$ cat src/rtl/apb_master_if.sv
// apb_master_if
//   Bundles the command/response handshake and the APB3 bus seen by
//   apb_master.
//   Command : cmd_valid, cmd_ready, cmd_write, cmd_addr, cmd_wdata
//   Response: rsp_valid, rsp_rdata, rsp_err, rsp_timeout
//   APB     : psel, penable, pwrite, paddr, pwdata, prdata, pready, pslverr
//   modport master : the requester (apb_master) view
//   modport slave  : the opposite view (command source + APB completer)
interface apb_master_if #(
  parameter int ADDRWIDTH = 8,
  parameter int DATAWIDTH = 8
);
  logic                 cmd_valid;
  logic                 cmd_ready;
  logic                 cmd_write;
  logic [ADDRWIDTH-1:0] cmd_addr;
  logic [DATAWIDTH-1:0] cmd_wdata;

  logic                 rsp_valid;
  logic [DATAWIDTH-1:0] rsp_rdata;
  logic                 rsp_err;
  logic                 rsp_timeout;

  logic                 psel;
  logic                 penable;
  logic                 pwrite;
  logic [ADDRWIDTH-1:0] paddr;
  logic [DATAWIDTH-1:0] pwdata;
  logic [DATAWIDTH-1:0] prdata;
  logic                 pready;
  logic                 pslverr;

  modport master (
    input  cmd_valid, cmd_write, cmd_addr, cmd_wdata,
    input  prdata, pready, pslverr,
    output cmd_ready,
    output rsp_valid, rsp_rdata, rsp_err, rsp_timeout,
    output psel, penable, pwrite, paddr, pwdata
  );

  modport slave (
    output cmd_valid, cmd_write, cmd_addr, cmd_wdata,
    output prdata, pready, pslverr,
    input  cmd_ready,
    input  rsp_valid, rsp_rdata, rsp_err, rsp_timeout,
    input  psel, penable, pwrite, paddr, pwdata
  );
endinterface

$ cat src/rtl/apb_master.sv
// apb_master
//   APB3 requester: turns a valid/ready command into one SETUP + ACCESS
//   transfer and reports completion on a one-cycle rsp_valid pulse.
//   An ACCESS-phase timeout aborts transfers to a stuck slave.
// Ports
//   pclk    : clock, rising edge
//   presetn : synchronous active-low reset
//   bus     : apb_master_if.master (command, response and APB signals)
//
// state  | meaning
// -------+-----------------------------------------------------------
// IDLE   | no transfer; cmd_ready=1, psel=0
// SETUP  | psel=1, penable=0 for one cycle with address/data driven
// ACCESS | psel=1, penable=1; waiting for pready or timeout
module apb_master #(
  parameter int DATAWIDTH = 8,
  parameter int ADDRWIDTH = 8,
  parameter int TIMEOUT   = 16
) (
  input logic          pclk,
  input logic          presetn,
  apb_master_if.master bus
);

  typedef enum logic [1:0] {S_IDLE, S_SETUP, S_ACCESS} state_t;

  localparam int CW   = (TIMEOUT > 1) ? $clog2(TIMEOUT) : 1;
  localparam int TLIM = (TIMEOUT > 0) ? TIMEOUT - 1 : 0;

  state_t               state_q, state_d;
  logic                 psel_q, psel_d;
  logic                 penable_q, penable_d;
  logic                 pwrite_q, pwrite_d;
  logic [ADDRWIDTH-1:0] paddr_q, paddr_d;
  logic [DATAWIDTH-1:0] pwdata_q, pwdata_d;
  logic                 rsp_valid_q, rsp_valid_d;
  logic [DATAWIDTH-1:0] rsp_rdata_q, rsp_rdata_d;
  logic                 rsp_err_q, rsp_err_d;
  logic                 rsp_to_q, rsp_to_d;
  logic [CW-1:0]        cnt_q, cnt_d;
  logic                 cmd_ready;
  logic                 accept;

  // cmd_ready is combinational so a completing ACCESS can take the next
  // command in the same cycle and go straight back to SETUP.
  always_comb begin
    cmd_ready = presetn &&
                ((state_q == S_IDLE) || ((state_q == S_ACCESS) && bus.pready));
    accept    = bus.cmd_valid && cmd_ready;
  end

  always_comb begin
    state_d     = state_q;
    pwrite_d    = pwrite_q;
    paddr_d     = paddr_q;
    pwdata_d    = pwdata_q;
    rsp_valid_d = 1'b0;
    rsp_err_d   = 1'b0;
    rsp_to_d    = 1'b0;
    rsp_rdata_d = rsp_rdata_q;
    cnt_d       = cnt_q;

    case (state_q)
      S_IDLE: begin
        if (accept) begin
          pwrite_d = bus.cmd_write;
          paddr_d  = bus.cmd_addr;
          pwdata_d = bus.cmd_wdata;
          state_d  = S_SETUP;
        end
      end
      S_SETUP: begin
        cnt_d   = '0;
        state_d = S_ACCESS;
      end
      S_ACCESS: begin
        // pready wins over the timeout when both land on the same cycle
        if (bus.pready) begin
          rsp_valid_d = 1'b1;
          rsp_err_d   = bus.pslverr;
          if (!pwrite_q) rsp_rdata_d = bus.prdata;
          if (accept) begin
            pwrite_d = bus.cmd_write;
            paddr_d  = bus.cmd_addr;
            pwdata_d = bus.cmd_wdata;
            state_d  = S_SETUP;
          end else begin
            state_d = S_IDLE;
          end
        end else if ((TIMEOUT != 0) && (cnt_q == CW'(TLIM))) begin
          rsp_valid_d = 1'b1;
          rsp_err_d   = 1'b1;
          rsp_to_d    = 1'b1;
          state_d     = S_IDLE;
        end else begin
          cnt_d = cnt_q + CW'(1);
        end
      end
      default: state_d = S_IDLE;
    endcase

    psel_d    = (state_d != S_IDLE);
    penable_d = (state_d == S_ACCESS);
  end

  always_ff @(posedge pclk) begin
    if (!presetn) begin
      state_q     <= S_IDLE;
      psel_q      <= 1'b0;
      penable_q   <= 1'b0;
      pwrite_q    <= 1'b0;
      paddr_q     <= '0;
      pwdata_q    <= '0;
      rsp_valid_q <= 1'b0;
      rsp_rdata_q <= '0;
      rsp_err_q   <= 1'b0;
      rsp_to_q    <= 1'b0;
      cnt_q       <= '0;
    end else begin
      state_q     <= state_d;
      psel_q      <= psel_d;
      penable_q   <= penable_d;
      pwrite_q    <= pwrite_d;
      paddr_q     <= paddr_d;
      pwdata_q    <= pwdata_d;
      rsp_valid_q <= rsp_valid_d;
      rsp_rdata_q <= rsp_rdata_d;
      rsp_err_q   <= rsp_err_d;
      rsp_to_q    <= rsp_to_d;
      cnt_q       <= cnt_d;
    end
  end

  assign bus.cmd_ready   = cmd_ready;
  assign bus.psel        = psel_q;
  assign bus.penable     = penable_q;
  assign bus.pwrite      = pwrite_q;
  assign bus.paddr       = paddr_q;
  assign bus.pwdata      = pwdata_q;
  assign bus.rsp_valid   = rsp_valid_q;
  assign bus.rsp_rdata   = rsp_rdata_q;
  assign bus.rsp_err     = rsp_err_q;
  assign bus.rsp_timeout = rsp_to_q;

endmodule

$ cat src/flat_wrapper.sv
// flat-port wrapper written by rule: the top's interface ports become plain ports
module apb_master_flat 
#(
  parameter int DATAWIDTH = 8,
  parameter int ADDRWIDTH = 8,
  parameter int TIMEOUT   = 16
)
  (pclk, presetn, bus_cmd_valid, bus_cmd_write, bus_cmd_addr, bus_cmd_wdata, bus_prdata, bus_pready, bus_pslverr, bus_cmd_ready, bus_rsp_valid, bus_rsp_rdata, bus_rsp_err, bus_rsp_timeout, bus_psel, bus_penable, bus_pwrite, bus_paddr, bus_pwdata);
  apb_master_if #(.ADDRWIDTH(ADDRWIDTH), .DATAWIDTH(DATAWIDTH)) bus_i ();
  input logic pclk;
  input logic presetn;
  input wire logic [$bits(bus_i.cmd_valid)-1:0] bus_cmd_valid;
  input wire logic [$bits(bus_i.cmd_write)-1:0] bus_cmd_write;
  input wire logic [$bits(bus_i.cmd_addr)-1:0] bus_cmd_addr;
  input wire logic [$bits(bus_i.cmd_wdata)-1:0] bus_cmd_wdata;
  input wire logic [$bits(bus_i.prdata)-1:0] bus_prdata;
  input wire logic [$bits(bus_i.pready)-1:0] bus_pready;
  input wire logic [$bits(bus_i.pslverr)-1:0] bus_pslverr;
  output wire logic [$bits(bus_i.cmd_ready)-1:0] bus_cmd_ready;
  output wire logic [$bits(bus_i.rsp_valid)-1:0] bus_rsp_valid;
  output wire logic [$bits(bus_i.rsp_rdata)-1:0] bus_rsp_rdata;
  output wire logic [$bits(bus_i.rsp_err)-1:0] bus_rsp_err;
  output wire logic [$bits(bus_i.rsp_timeout)-1:0] bus_rsp_timeout;
  output wire logic [$bits(bus_i.psel)-1:0] bus_psel;
  output wire logic [$bits(bus_i.penable)-1:0] bus_penable;
  output wire logic [$bits(bus_i.pwrite)-1:0] bus_pwrite;
  output wire logic [$bits(bus_i.paddr)-1:0] bus_paddr;
  output wire logic [$bits(bus_i.pwdata)-1:0] bus_pwdata;
  assign bus_i.cmd_valid = bus_cmd_valid;
  assign bus_i.cmd_write = bus_cmd_write;
  assign bus_i.cmd_addr = bus_cmd_addr;
  assign bus_i.cmd_wdata = bus_cmd_wdata;
  assign bus_i.prdata = bus_prdata;
  assign bus_i.pready = bus_pready;
  assign bus_i.pslverr = bus_pslverr;
  assign bus_cmd_ready = bus_i.cmd_ready;
  assign bus_rsp_valid = bus_i.rsp_valid;
  assign bus_rsp_rdata = bus_i.rsp_rdata;
  assign bus_rsp_err = bus_i.rsp_err;
  assign bus_rsp_timeout = bus_i.rsp_timeout;
  assign bus_psel = bus_i.psel;
  assign bus_penable = bus_i.penable;
  assign bus_pwrite = bus_i.pwrite;
  assign bus_paddr = bus_i.paddr;
  assign bus_pwdata = bus_i.pwdata;
  apb_master #(.DATAWIDTH(DATAWIDTH), .ADDRWIDTH(ADDRWIDTH), .TIMEOUT(TIMEOUT)) u_core (.pclk(pclk), .presetn(presetn), .bus(bus_i));
endmodule
$ cat config.mk
export PLATFORM = sky130hd
export DESIGN_NAME = apb_master_flat
export DESIGN_NICKNAME = d
export VERILOG_FILES = /design/src/rtl/apb_master_if.sv /design/src/rtl/apb_master.sv /design/src/flat_wrapper.sv
export SDC_FILE = /design/constraint.sdc
export NUM_CORES = 1
export LEC_CHECK = 0
export ABC_AREA = 1
export BUFFER_PORTS_ARGS = -buffer_cell sky130_fd_sc_hd__buf_2
export CORE_ASPECT_RATIO = 1.1
export CORE_UTILIZATION = 35
export DETAILED_ROUTE_END_ITERATION = 8
export GPL_TIMING_DRIVEN = 0
export HOLD_SLACK_MARGIN = 0.08
export SYNTH_ARGS = -nofsm -noshare
export SYNTH_HDL_FRONTEND = slang
export SYNTH_SLANG_ARGS = --single-unit
$ cat constraint.sdc
create_clock -name pclk -period 1.5 [get_ports pclk]
set_input_delay 0.15 -clock pclk [delete_from_list [all_inputs] [get_ports pclk]]
set_output_delay 0.15 -clock pclk [all_outputs]
set_load 0.02 [all_outputs]
==> out/results.ini <==
[final_layout]
syn_to_final_growth_pct=51.8
layout_commonest_cell=buf_2
layout-drive-gt1-share_pct=31.7
final_cell_mix=60 x buf_2, 39 x nand2_1, 36 x dfxtp_1, 25 x dlygate4sd3_1, 23 x a21oi_1
diodes=0
fin_area_um2=1980
nFillCells=320
final_nets=282

[logic_synthesis]
synth_nets=190
ys_seq_area_share_pct=55.3
yosysUniqueCellTypes=20
synth_top_area_cell=dfxtp_1
synthTopCellsByArea=dfxtp_1 55%, nand2_1 11%, a21oi_1 8.8%, nor2_1 6.1%, o21ai_0 4.2%
synthCells=159
syn_area_um2=1300
avgSynthCellArea_um2=8.19
yosysTopAreaCellShare_pct=55.3
synth_seq_cells=36
yosysWarnings=0

[global_routing]
first_global_vias=1211
grtUsageMet3_pct=7.24
grt_busiest_layer=met2
grtUsageTotal_pct=17.3
grt_max_degree=12
gr-usage-met2_pct=30.5
antenna_found_initial=0
use_met1_pct=18.3
grt_overflow=0
grt_pass1_wl_mm=5.06

[worst_hold_path]
min-delay-start=bus_prdata[0]
whs_endpoint=u_core.bus.rsp_rdata[0]
min_delay_path_depth=3
hold_path.class=input pin to register

[floorplanning]
die-area_um2=3970
die_w_um=60.2
start_util_pct=37.9
rows=22
io_pins=61
fp.coreArea_um2=3440
die_h_um=66.0

[clock_network]
cts.path.max_buffers=2
tritoncts=built
ctsRootBufferMaster=clkbuf_4
clk_pin_slew_ns=0.10
h-tree-depth=2
numCtsBuffers=5
post_cts_buffers=0
cts.sinks=36
insertion_delay_ns=0.33

[route]
drt-initial-drc-count=39
drc_errors=0
vias=1327
vias_per_cell=4.42
final_antenna_net_count=0
wl_per_cell_um=10.5
routed_wl_mm=3.14
first_pass_iters=4

[run_status]
status=finished clean

[power]
ir_worst_vdd_mv=0.489
power_leakage_uw=0.000918
powerDensity_nw_per_um2=930

[place]
place_area_um2=1660
place_hpwl_mm=2.04
gp_congestion=0.766
port-buffer-count=60
place_ws_ns=0.198

[worst_setup_path]
critical_path_required_ns=1.35
crit_chain=dlygate4sd3_1 > buf_2 > inv_4 > nand2_2 > and3_1 > buf_2
crit_top_cell=buf_2
critPathKind=input pin to output port
crit_fanout=5
crit_path_start_kind=input pin
reg2reg_from=u_core.cnt_q[0]
worstPathArrival_ns=1.28
crit_buf_inv=4
cpMaxStageDelayCell=dlygate4sd3_1
worst_setup_path_end_kind=output port
ff2ff_setup_slack_ns=0.17
slowest_delay_ns=0.54
crit_cells=6
r2r_cells=6
critPathTopFamily=buffers and inverters
r2r-end=u_core.cnt_q[2]

[sta]
period_share_pct=95.6
period_needed_ns=1.43
timing.slew.headroom_pct=69.4
tns_ns=0
finClkSkew_ns=0.00835
hold_violations=0
rsz0062_at_grt=no
finalSetupViolCount=0
fmax_mhz=697
maxSlewViolCount=0
tightest_slew_ns=0.459
fin_ws_ns=0.0659

[run]
max_cap_viol_count=0

-- metal layers --
| layer | wire length, um | share of wire (%) | up-vias |
|---|---|---|---|
| met1 | 1340 | 43 | 574 |
| met3 | 245 | 7.8 | 4 |
| li1 | - | - | 697 |
| met5 | 0 | 0 | - |
| met4 | 36 | 1.1 | 0 |
| met2 | 1520 | 48 | 52 |
-- registers in the layout, summed over array words and instances (netlist names) --
name	count
u_core.bus.paddr	8
u_core.bus.penable	1
u_core.bus.psel	1
u_core.bus.pwdata	8
u_core.bus.pwrite	1
u_core.bus.rsp_err	1
u_core.bus.rsp_rdata	8
u_core.bus.rsp_timeout	1
u_core.bus.rsp_valid	1
u_core.cnt_q	4
u_core.state_q	2
-- timing repair --
| action | in CTS | in global routing |
|---|---|---|
| endpoints found under the hold margin | 25 | 0 |
| setup endpoints to repair | 0 | 1 |
| hold buffers | 25 | 0 |
| gates resized for setup | 0 | 1 |
-- how the worst max path moves through the flow --
stage	startpoint	end	slack, ns
final	bus_pready	bus_cmd_ready	0.07
after global routing	u_core.cnt_q[0]	u_core.cnt_q[3]	0.01
after CTS	bus_pready	bus_cmd_ready	0.04
after detailed placement	u_core.cnt_q[0]	u_core.cnt_q[3]	0.20
after global placement	u_core.cnt_q[0]	u_core.bus.psel	0.19
after floorplan	u_core.cnt_q[0]	u_core.cnt_q[3]	0.34
-- cells in the mapped netlist --
library cell,n
dfxtp_1,36
nand2_2,1
nand4_4,1
a21oi_1,23
o21a_1,1
inv_2,4
nor2_1,21
o21ai_0,11
nand2_1,39
clkbuf_1,3
ha_1,1
nor2_2,1
nand3_2,1
nor3_1,1
inv_1,4
buf_6,3
nand3_1,4
o21ai_1,1
clkinv_2,1
and3_1,2
-- kinds of logic after synthesis --
group	count (synthesis)	synth area share, %
buf+inv	15	6.15
fa+ha+maj	1	0.960
flops	36	55.3
compound gates	36	14.0
simple gates	71	23.5
-- report_power, final --
group	internal (uW)	leakage [uW]	total (uW)	switching, uW
Sequential	994	0.000293	1010	18.2
Clock	223	0.0000380	534	311
Combinational	137	0.000587	293	156
-- cell type report --
class / count / area, um^2 / area share, %
Sequential cell: 36 / 721 / 36.5
Timing Repair Buffer: 85 / 551 / 27.8
Multi-Input combinational cell: 108 / 502 / 25.4
Tap cell: 48 / 60.1 / 3.04
Clock buffer: 6 / 51.3 / 2.59
Buffer: 6 / 45.0 / 2.28
Inverter: 9 / 37.5 / 1.90
Clock inverter: 2 / 10.0 / 0.506
-- worst min-delay path: cells and delay by family --
family | cells | cell delay (ns)
buffers and inverters | 1 | 0.08
AND/OR/NAND/NOR | 1 | 0.09
AO/OA/AOI/OAI | 1 | 0.08
-- through the flow --
| stage | cells | utilization (%) | hold slack [ns] | total power (uW) |
|---|---|---|---|---|
| after floorplan | 159 | - | 0.228 | 1180 |
| after global placement | 267 | 48.3 | 0.352 | 1280 |
| after detailed placement | 267 | 48.3 | 0.349 | 1280 |
| after CTS | 300 | 57.4 | 0.0856 | 1860 |
| after global routing | 300 | 57.5 | 0.0881 | 1950 |
| final | 300 | 57.5 | 0.0997 | 1840 |
Power figures use the tool's default switching activity.
